$ cat src/rtl/mem_port_arbiter_if.sv
// Fetch port, MEM-stage data port and SRAM-like bus of the shared memory port.
// The slave modport is the arbiter; master is the core plus memory side.
interface mem_port_arbiter_if #(
    parameter int ADDR_W = 32,
    parameter int DATA_W = 32
);
    logic              inst_req;
    logic [ADDR_W-1:0] inst_addr;
    logic [DATA_W-1:0] inst_rdata;
    logic              inst_done;
    logic              inst_stall;

    logic              data_req;
    logic              data_wr;
    logic [1:0]        data_size;
    logic [ADDR_W-1:0] data_addr;
    logic [DATA_W-1:0] data_wdata;
    logic [DATA_W-1:0] data_rdata;
    logic              data_done;
    logic              data_stall;

    logic              flush;

    logic              bus_req;
    logic              bus_wr;
    logic [1:0]        bus_size;
    logic [ADDR_W-1:0] bus_addr;
    logic [DATA_W-1:0] bus_wdata;
    logic              bus_addr_ok;
    logic              bus_data_ok;
    logic [DATA_W-1:0] bus_rdata;

    modport slave (
        input  inst_req, inst_addr,
        input  data_req, data_wr, data_size, data_addr, data_wdata,
        input  flush,
        input  bus_addr_ok, bus_data_ok, bus_rdata,
        output inst_rdata, inst_done, inst_stall,
        output data_rdata, data_done, data_stall,
        output bus_req, bus_wr, bus_size, bus_addr, bus_wdata
    );

    modport master (
        output inst_req, inst_addr,
        output data_req, data_wr, data_size, data_addr, data_wdata,
        output flush,
        output bus_addr_ok, bus_data_ok, bus_rdata,
        input  inst_rdata, inst_done, inst_stall,
        input  data_rdata, data_done, data_stall,
        input  bus_req, bus_wr, bus_size, bus_addr, bus_wdata
    );
endinterface

$ cat src/rtl/mem_port_arbiter.sv
// Shares one SRAM-like bus between fetch and MEM-stage data accesses,
// sequencing address then data phase and producing done/stall terms.
module mem_port_arbiter #(
    parameter int ADDR_W = 32,
    parameter int DATA_W = 32
) (
    input  logic               clk,
    input  logic               rst,
    mem_port_arbiter_if.slave  mp
);

    typedef enum logic [2:0] {
        S_IDLE,
        S_D_REQ,
        S_D_WAIT,
        S_I_REQ,
        S_I_WAIT
    } state_t;

    state_t            r_state;
    logic              r_drop;
    logic              r_bus_req;
    logic              r_bus_wr;
    logic [1:0]        r_bus_size;
    logic [ADDR_W-1:0] r_bus_addr;
    logic [DATA_W-1:0] r_bus_wdata;
    logic [DATA_W-1:0] r_inst_rdata;
    logic [DATA_W-1:0] r_data_rdata;
    logic              r_inst_done;
    logic              r_data_done;

    logic              w_d_elig;
    logic              w_i_elig;
    logic [1:0]        w_d_size;
    logic              w_drop;

    // A requester still showing done is not re-granted in that cycle
    assign w_d_elig = mp.data_req & ~r_data_done;
    assign w_i_elig = mp.inst_req & ~r_inst_done;
    assign w_d_size = (mp.data_size == 2'd3) ? 2'd2 : mp.data_size;
    assign w_drop   = r_drop | mp.flush;

    always_ff @(posedge clk or negedge rst) begin
        if (!rst) begin
            r_state      <= S_IDLE;
            r_drop       <= 1'b0;
            r_bus_req    <= 1'b0;
            r_bus_wr     <= 1'b0;
            r_bus_size   <= 2'd0;
            r_bus_addr   <= '0;
            r_bus_wdata  <= '0;
            r_inst_rdata <= '0;
            r_data_rdata <= '0;
            r_inst_done  <= 1'b0;
            r_data_done  <= 1'b0;
        end else begin
            r_inst_done <= 1'b0;
            r_data_done <= 1'b0;
            unique case (r_state)
                S_IDLE: begin
                    if (w_d_elig) begin
                        r_state     <= S_D_REQ;
                        r_bus_req   <= 1'b1;
                        r_bus_wr    <= mp.data_wr;
                        r_bus_size  <= w_d_size;
                        r_bus_addr  <= mp.data_addr;
                        r_bus_wdata <= mp.data_wdata;
                    end else if (w_i_elig) begin
                        r_state     <= S_I_REQ;
                        r_drop      <= 1'b0;
                        r_bus_req   <= 1'b1;
                        r_bus_wr    <= 1'b0;
                        r_bus_size  <= 2'd2;
                        r_bus_addr  <= mp.inst_addr;
                        r_bus_wdata <= '0;
                    end
                end
                S_D_REQ: begin
                    if (mp.bus_addr_ok) begin
                        r_state   <= S_D_WAIT;
                        r_bus_req <= 1'b0;
                    end
                end
                S_D_WAIT: begin
                    if (mp.bus_data_ok) begin
                        r_state      <= S_IDLE;
                        r_data_rdata <= mp.bus_rdata;
                        r_data_done  <= 1'b1;
                    end
                end
                S_I_REQ: begin
                    if (mp.flush) r_drop <= 1'b1;
                    if (mp.bus_addr_ok) begin
                        r_state   <= S_I_WAIT;
                        r_bus_req <= 1'b0;
                    end
                end
                S_I_WAIT: begin
                    // A flush landing with data_ok still cancels this fetch
                    if (mp.bus_data_ok) begin
                        r_state <= S_IDLE;
                        r_drop  <= 1'b0;
                        if (!w_drop) begin
                            r_inst_rdata <= mp.bus_rdata;
                            r_inst_done  <= 1'b1;
                        end
                    end else if (mp.flush) begin
                        r_drop <= 1'b1;
                    end
                end
                default: r_state <= S_IDLE;
            endcase
        end
    end

    assign mp.bus_req    = r_bus_req;
    assign mp.bus_wr     = r_bus_wr;
    assign mp.bus_size   = r_bus_size;
    assign mp.bus_addr   = r_bus_addr;
    assign mp.bus_wdata  = r_bus_wdata;
    assign mp.inst_rdata = r_inst_rdata;
    assign mp.data_rdata = r_data_rdata;
    assign mp.inst_done  = r_inst_done;
    assign mp.data_done  = r_data_done;
    assign mp.inst_stall = mp.inst_req & ~r_inst_done;
    assign mp.data_stall = mp.data_req & ~r_data_done;

endmodule
$ cat src/flat_wrapper.sv
// flat-port wrapper written by rule: the top's interface ports become plain ports
module mem_port_arbiter_flat 
#(
    parameter int ADDR_W = 32,
    parameter int DATA_W = 32
)
  (clk, rst, mp_inst_req, mp_inst_addr, mp_data_req, mp_data_wr, mp_data_size, mp_data_addr, mp_data_wdata, mp_flush, mp_bus_addr_ok, mp_bus_data_ok, mp_bus_rdata, mp_inst_rdata, mp_inst_done, mp_inst_stall, mp_data_rdata, mp_data_done, mp_data_stall, mp_bus_req, mp_bus_wr, mp_bus_size, mp_bus_addr, mp_bus_wdata);
  mem_port_arbiter_if #(.ADDR_W(ADDR_W), .DATA_W(DATA_W)) mp_i ();
  input  logic clk;
  input  logic rst;
  input wire logic [$bits(mp_i.inst_req)-1:0] mp_inst_req;
  input wire logic [$bits(mp_i.inst_addr)-1:0] mp_inst_addr;
  input wire logic [$bits(mp_i.data_req)-1:0] mp_data_req;
  input wire logic [$bits(mp_i.data_wr)-1:0] mp_data_wr;
  input wire logic [$bits(mp_i.data_size)-1:0] mp_data_size;
  input wire logic [$bits(mp_i.data_addr)-1:0] mp_data_addr;
  input wire logic [$bits(mp_i.data_wdata)-1:0] mp_data_wdata;
  input wire logic [$bits(mp_i.flush)-1:0] mp_flush;
  input wire logic [$bits(mp_i.bus_addr_ok)-1:0] mp_bus_addr_ok;
  input wire logic [$bits(mp_i.bus_data_ok)-1:0] mp_bus_data_ok;
  input wire logic [$bits(mp_i.bus_rdata)-1:0] mp_bus_rdata;
  output wire logic [$bits(mp_i.inst_rdata)-1:0] mp_inst_rdata;
  output wire logic [$bits(mp_i.inst_done)-1:0] mp_inst_done;
  output wire logic [$bits(mp_i.inst_stall)-1:0] mp_inst_stall;
  output wire logic [$bits(mp_i.data_rdata)-1:0] mp_data_rdata;
  output wire logic [$bits(mp_i.data_done)-1:0] mp_data_done;
  output wire logic [$bits(mp_i.data_stall)-1:0] mp_data_stall;
  output wire logic [$bits(mp_i.bus_req)-1:0] mp_bus_req;
  output wire logic [$bits(mp_i.bus_wr)-1:0] mp_bus_wr;
  output wire logic [$bits(mp_i.bus_size)-1:0] mp_bus_size;
  output wire logic [$bits(mp_i.bus_addr)-1:0] mp_bus_addr;
  output wire logic [$bits(mp_i.bus_wdata)-1:0] mp_bus_wdata;
  assign mp_i.inst_req = mp_inst_req;
  assign mp_i.inst_addr = mp_inst_addr;
  assign mp_i.data_req = mp_data_req;
  assign mp_i.data_wr = mp_data_wr;
  assign mp_i.data_size = mp_data_size;
  assign mp_i.data_addr = mp_data_addr;
  assign mp_i.data_wdata = mp_data_wdata;
  assign mp_i.flush = mp_flush;
  assign mp_i.bus_addr_ok = mp_bus_addr_ok;
  assign mp_i.bus_data_ok = mp_bus_data_ok;
  assign mp_i.bus_rdata = mp_bus_rdata;
  assign mp_inst_rdata = mp_i.inst_rdata;
  assign mp_inst_done = mp_i.inst_done;
  assign mp_inst_stall = mp_i.inst_stall;
  assign mp_data_rdata = mp_i.data_rdata;
  assign mp_data_done = mp_i.data_done;
  assign mp_data_stall = mp_i.data_stall;
  assign mp_bus_req = mp_i.bus_req;
  assign mp_bus_wr = mp_i.bus_wr;
  assign mp_bus_size = mp_i.bus_size;
  assign mp_bus_addr = mp_i.bus_addr;
  assign mp_bus_wdata = mp_i.bus_wdata;
  mem_port_arbiter #(.ADDR_W(ADDR_W), .DATA_W(DATA_W)) u_core (.clk(clk), .rst(rst), .mp(mp_i));
endmodule
$ cat config.mk
export PLATFORM = sky130hd
export DESIGN_NAME = mem_port_arbiter_flat
export DESIGN_NICKNAME = d
export VERILOG_FILES = /design/src/rtl/mem_port_arbiter_if.sv /design/src/rtl/mem_port_arbiter.sv /design/src/flat_wrapper.sv
export SDC_FILE = /design/constraint.sdc
export NUM_CORES = 1
export LEC_CHECK = 0
export CAP_MARGIN = 25
export CORE_MARGIN = 2
export CORE_UTILIZATION = 37
export DETAILED_ROUTE_END_ITERATION = 12
export PLACE_DENSITY = 0.77
export SLEW_MARGIN = 20
export SYNTH_ARGS = -nofsm -noshare
export SYNTH_HDL_FRONTEND = slang
export SYNTH_SLANG_ARGS = --single-unit
export TNS_END_PERCENT = 100
$ cat constraint.sdc
create_clock -name clk -period 1.5 [get_ports clk]
set_input_delay 0.225 -clock clk [delete_from_list [all_inputs] [get_ports clk]]
set_output_delay 0.225 -clock clk [all_outputs]
set_load 0.005 [all_outputs]
==> results.md <==
* Switching portion of total power at 0.2877
* Switching Power at between 5 and 6 mW
* Maxcap violations at 0
* Int Pwr at between 10 and 15 mW
* Core ar. at 15150 um^2
* Ys async rst share at 1.000
* Clock group share of total power at 0.223
* Vias/cell at approximately 5
* Clock latency on the worst-skew pair at 0.40 ns
* Leading post-synthesis cells by cell area: dfrtp_1 (61%), mux2_2 (15%), mux2_1 (5.9%)
* Tightest Hold Check Type: input pin to async pin
* EDFF count, synth at 0
* PortBufs at between 200 and 300
* I/O pin cnt at 274
* Wire per inst at 20.38 um
* Violated checks: negative setup slack
* # diodes at 0
* First-pass GRT wire length at 26250 um
* DR vias at ~4500
* DP Worst Slack at -0.3968 ns
* Yosys reg bits at approximately 140
* Avg Cell Area, Syn at roughly 16 um^2
* Endpoints failing hold at 0
* DPL Wire Length at between 10000 and 15000 um
* Post-layout worst setup margin at -0.1153 ns
* Status: finished, violations left
* Root buf cell: clkbuf_16
* Share of post-route cells with drive strength above 1 at 0.3347
* Initial antenna violation count at 0
* Sequential area share after synthesis at 0.6065
* Area leader, netlist: dfrtp_1
* Tmin final at between 1.5 and 2 ns
* Final Net Count at 833
* Synthesized area at about 5700 um^2
* Max Fanout on Critical Path at 8
* Syn. warnings at 0
* Comb pwr share at 0.455
* H-tree depth at 4
* Yosys cell types at 32
* Std-Cell Rows at between 40 and 50
* Worst-margin pin slew at around 0.32 ns
* GP Congestion at a little under 0.8
* Post-synth net total at 494
* Reg power frac at 0.322
* # DRC at 0
* Slew margin rel. at 0.7849
* Die width at 128.1 um
* Fmax at 619.1 MHz
* Die Area at around 16000 um^2
* Post-Syn Instances at approximately 360
* Total CTS buffers at 17
* DRT Wirelength at between 15000 and 20000 um
* Final setup vio count at 77
* Clock Skews at about 0.0075 ns
* Power Density at about 1900 nW/um^2
* GRT overflow at 0
* Most used DFF post-synth: dfrtp_1
* Top post-synthesis cells by count: dfrtp_1 (138), mux2_2 (78), a22o_1 (33), mux2_1 (30), mux2_4 (20)
* Layout area overhead at 79.39%
* Global-route usage over all layers at 0.2104
* Fin. max-slew vios at 0
* Fillers at around 1100
* Crit. End Element: flop
* Total clock sinks at about 140
* Worst path arrival time at approximately 1.9 ns
* CP startpoint kind: flop
* Drt pass-1 iters at 4
* CTS tree: yes
* CTS clk-pin slew, worst paths at roughly 0.060 ns
* Static leakage at 5.280 nW
* Count leader, synth: dfrtp_1
* WHS at approximately 0.25 ns
* Share of the synthesized area in the top cell type at 0.6065
* Die H at around 130 um
* Worst vdd ir at between 0.001 and 0.0015 V
* Final period util at 1.077
* RSZ-0062 raised after global routing: yes
* WS Path Type: flop to flop
* Starting Density at 0.3760
* Routed Antenna Nets at 0
* Worst Path Required at 1.78 ns
* CTS Buffer Depth at 2
* DR iter-0 viols at about 160
* Vias in the first global route at 4877
* Pin count of the biggest net entering global routing at 47
==> flip-flops by register name, indices dropped and copies added, names as in the netlist <==
signal	cells
u_core.r_state	3
u_core.mp.bus_wdata	32
u_core.mp.inst_rdata	32
u_core.mp.bus_req	1
u_core.mp.bus_wr	1
u_core.mp.data_done	1
u_core.mp.data_rdata	32
u_core.mp.bus_size	2
u_core.mp.bus_addr	32
u_core.r_drop	1
u_core.mp.inst_done	1
==> cell families (layout without fill, tap and decap cells) <==
kind of cell | count (synthesis) | after routing | share of synthesized area
compound gates | 44 | 44 | 0.06636
buf+inv | 29 | 381 | 0.03845
flops | 138 | 138 | 0.6065
mux | 128 | 128 | 0.2663
simple gates | 17 | 17 | 0.02241
==> layer usage <==
layer | global-route usage | vias to the layer above | routed length (um)
li1 | - | 1984 | -
met1 | 0.2300 | 2257 | 6927
met5 | 0 | - | 0
met3 | 0.06594 | 22 | 1376
met4 | 0.07175 | 0 | 288
met2 | 0.3857 | 204 | 9671
==> power groups by stage <==
| stage | registers [mW] | clock network, mW | logic (mW) |
|---|---|---|---|
| 6_report | 6.32 | 4.39 | 8.93 |
| 4_1_cts | 6.27 | 4.47 | 8.32 |
| 3_5_place_dp | 6.35 | 0 | 7.43 |
| 3_3_place_gp | 6.24 | 0 | 7.22 |
| 5_1_grt | 6.54 | 4.64 | 9.49 |
| 2_1_floorplan | 6.33 | 0 | 2.93 |
==> timing repair <==
| item | in CTS | in global routing |
|---|---|---|
| hold buffers | 1 | 0 |
| pin swaps | 2 | 3 |
| cloned | 10 | 8 |
| setup buffers | 28 | 9 |
| resized for setup | 162 | 71 |
| hold endpoints to repair | 97 | 0 |
| setup endpoints to repair | 196 | 124 |
==> path summary, 6_finish.rpt <==
check,depth (start not counted),to,start,slack [ns]
max,6,u_core.mp.bus_addr[4]$_DFFE_PN0P_,u_core.mp.data_done$_DFF_PN0_,-0.12
min reg2reg,1,u_core.mp.data_rdata[8]$_DFFE_PN0P_,u_core.mp.data_rdata[8]$_DFFE_PN0P_,0.49
max reg2reg,6,u_core.mp.bus_addr[4]$_DFFE_PN0P_,u_core.mp.data_done$_DFF_PN0_,-0.12
min in group clk,3,u_core.mp.bus_size[1]$_DFFE_PN0P_,mp_data_size[1],0.43
min,2,u_core.mp.inst_rdata[30]$_DFFE_PN0P_,rst,0.25
max in group asynchronous,3,u_core.mp.inst_rdata[6]$_DFFE_PN0P_,rst,0.65
==> cell usage in the layout, fill, tap and decap left out, drive strengths merged <==
master         instances
a21oi                  1
a221oi                 1
a22o                  33
a22oi                  2
a311oi                 1
a32o                   1
and2                   1
and3                   1
buf                   66
bufinv                 4
clkbuf                23
clkdlybuf4s15          1
clkdlybuf4s50        136
clkinv                 5
clkinvlp               3
dfrtp                138
dlygate4sd2          110
dlygate4sd3            1
dlymetal6s2s          24
inv                    8
mux2                 128
nand2                  3
nand2b                 4
nand3b                 1
nand4                  1
nor2                   3
nor2b                  2
nor3                   1
o21ai                  3
o22ai                  1
o41ai                  1
==> stage by stage <==
| step | instance area (um^2) | util | std cells | total power, mW | TNS (ns) |
|---|---|---|---|---|---|
| 2_1_floorplan | 5694 | - | 356 | 9.257 | 0 |
| 3_3_place_gp | 8727 | 0.5762 | 815 | 13.47 | -33.62 |
| 3_5_place_dp | 8727 | 0.5762 | 815 | 13.77 | -37.06 |
| 4_1_cts | 9912 | 0.6544 | 886 | 19.05 | -3.872 |
| 5_1_grt | 10210 | 0.6744 | 896 | 20.67 | -6.807 |
| 6_report | 10210 | 0.6744 | 896 | 19.63 | -3.220 |
==> cell type report <==
type,instances,area (um^2),share of cell area
sequential,138,3456,0.3383
clock inverter,14,196.4,0.01923
inverter,6,30.03,0.002940
clock buffer,18,429.2,0.04201
multi-input combinational,189,2261,0.2213
timing repair buffer,343,3607,0.3531
tap,188,235.2,0.02303
==> critical path, stage by stage (launching register included) <==
cell      delay [ns]
dfrtp_1         0.38
nand2b_4        0.16
buf_12          0.13
buf_12          0.13
buf_12          0.14
mux2_2          0.28
mux2_4          0.27
Power figures use the tool's default switching activity.
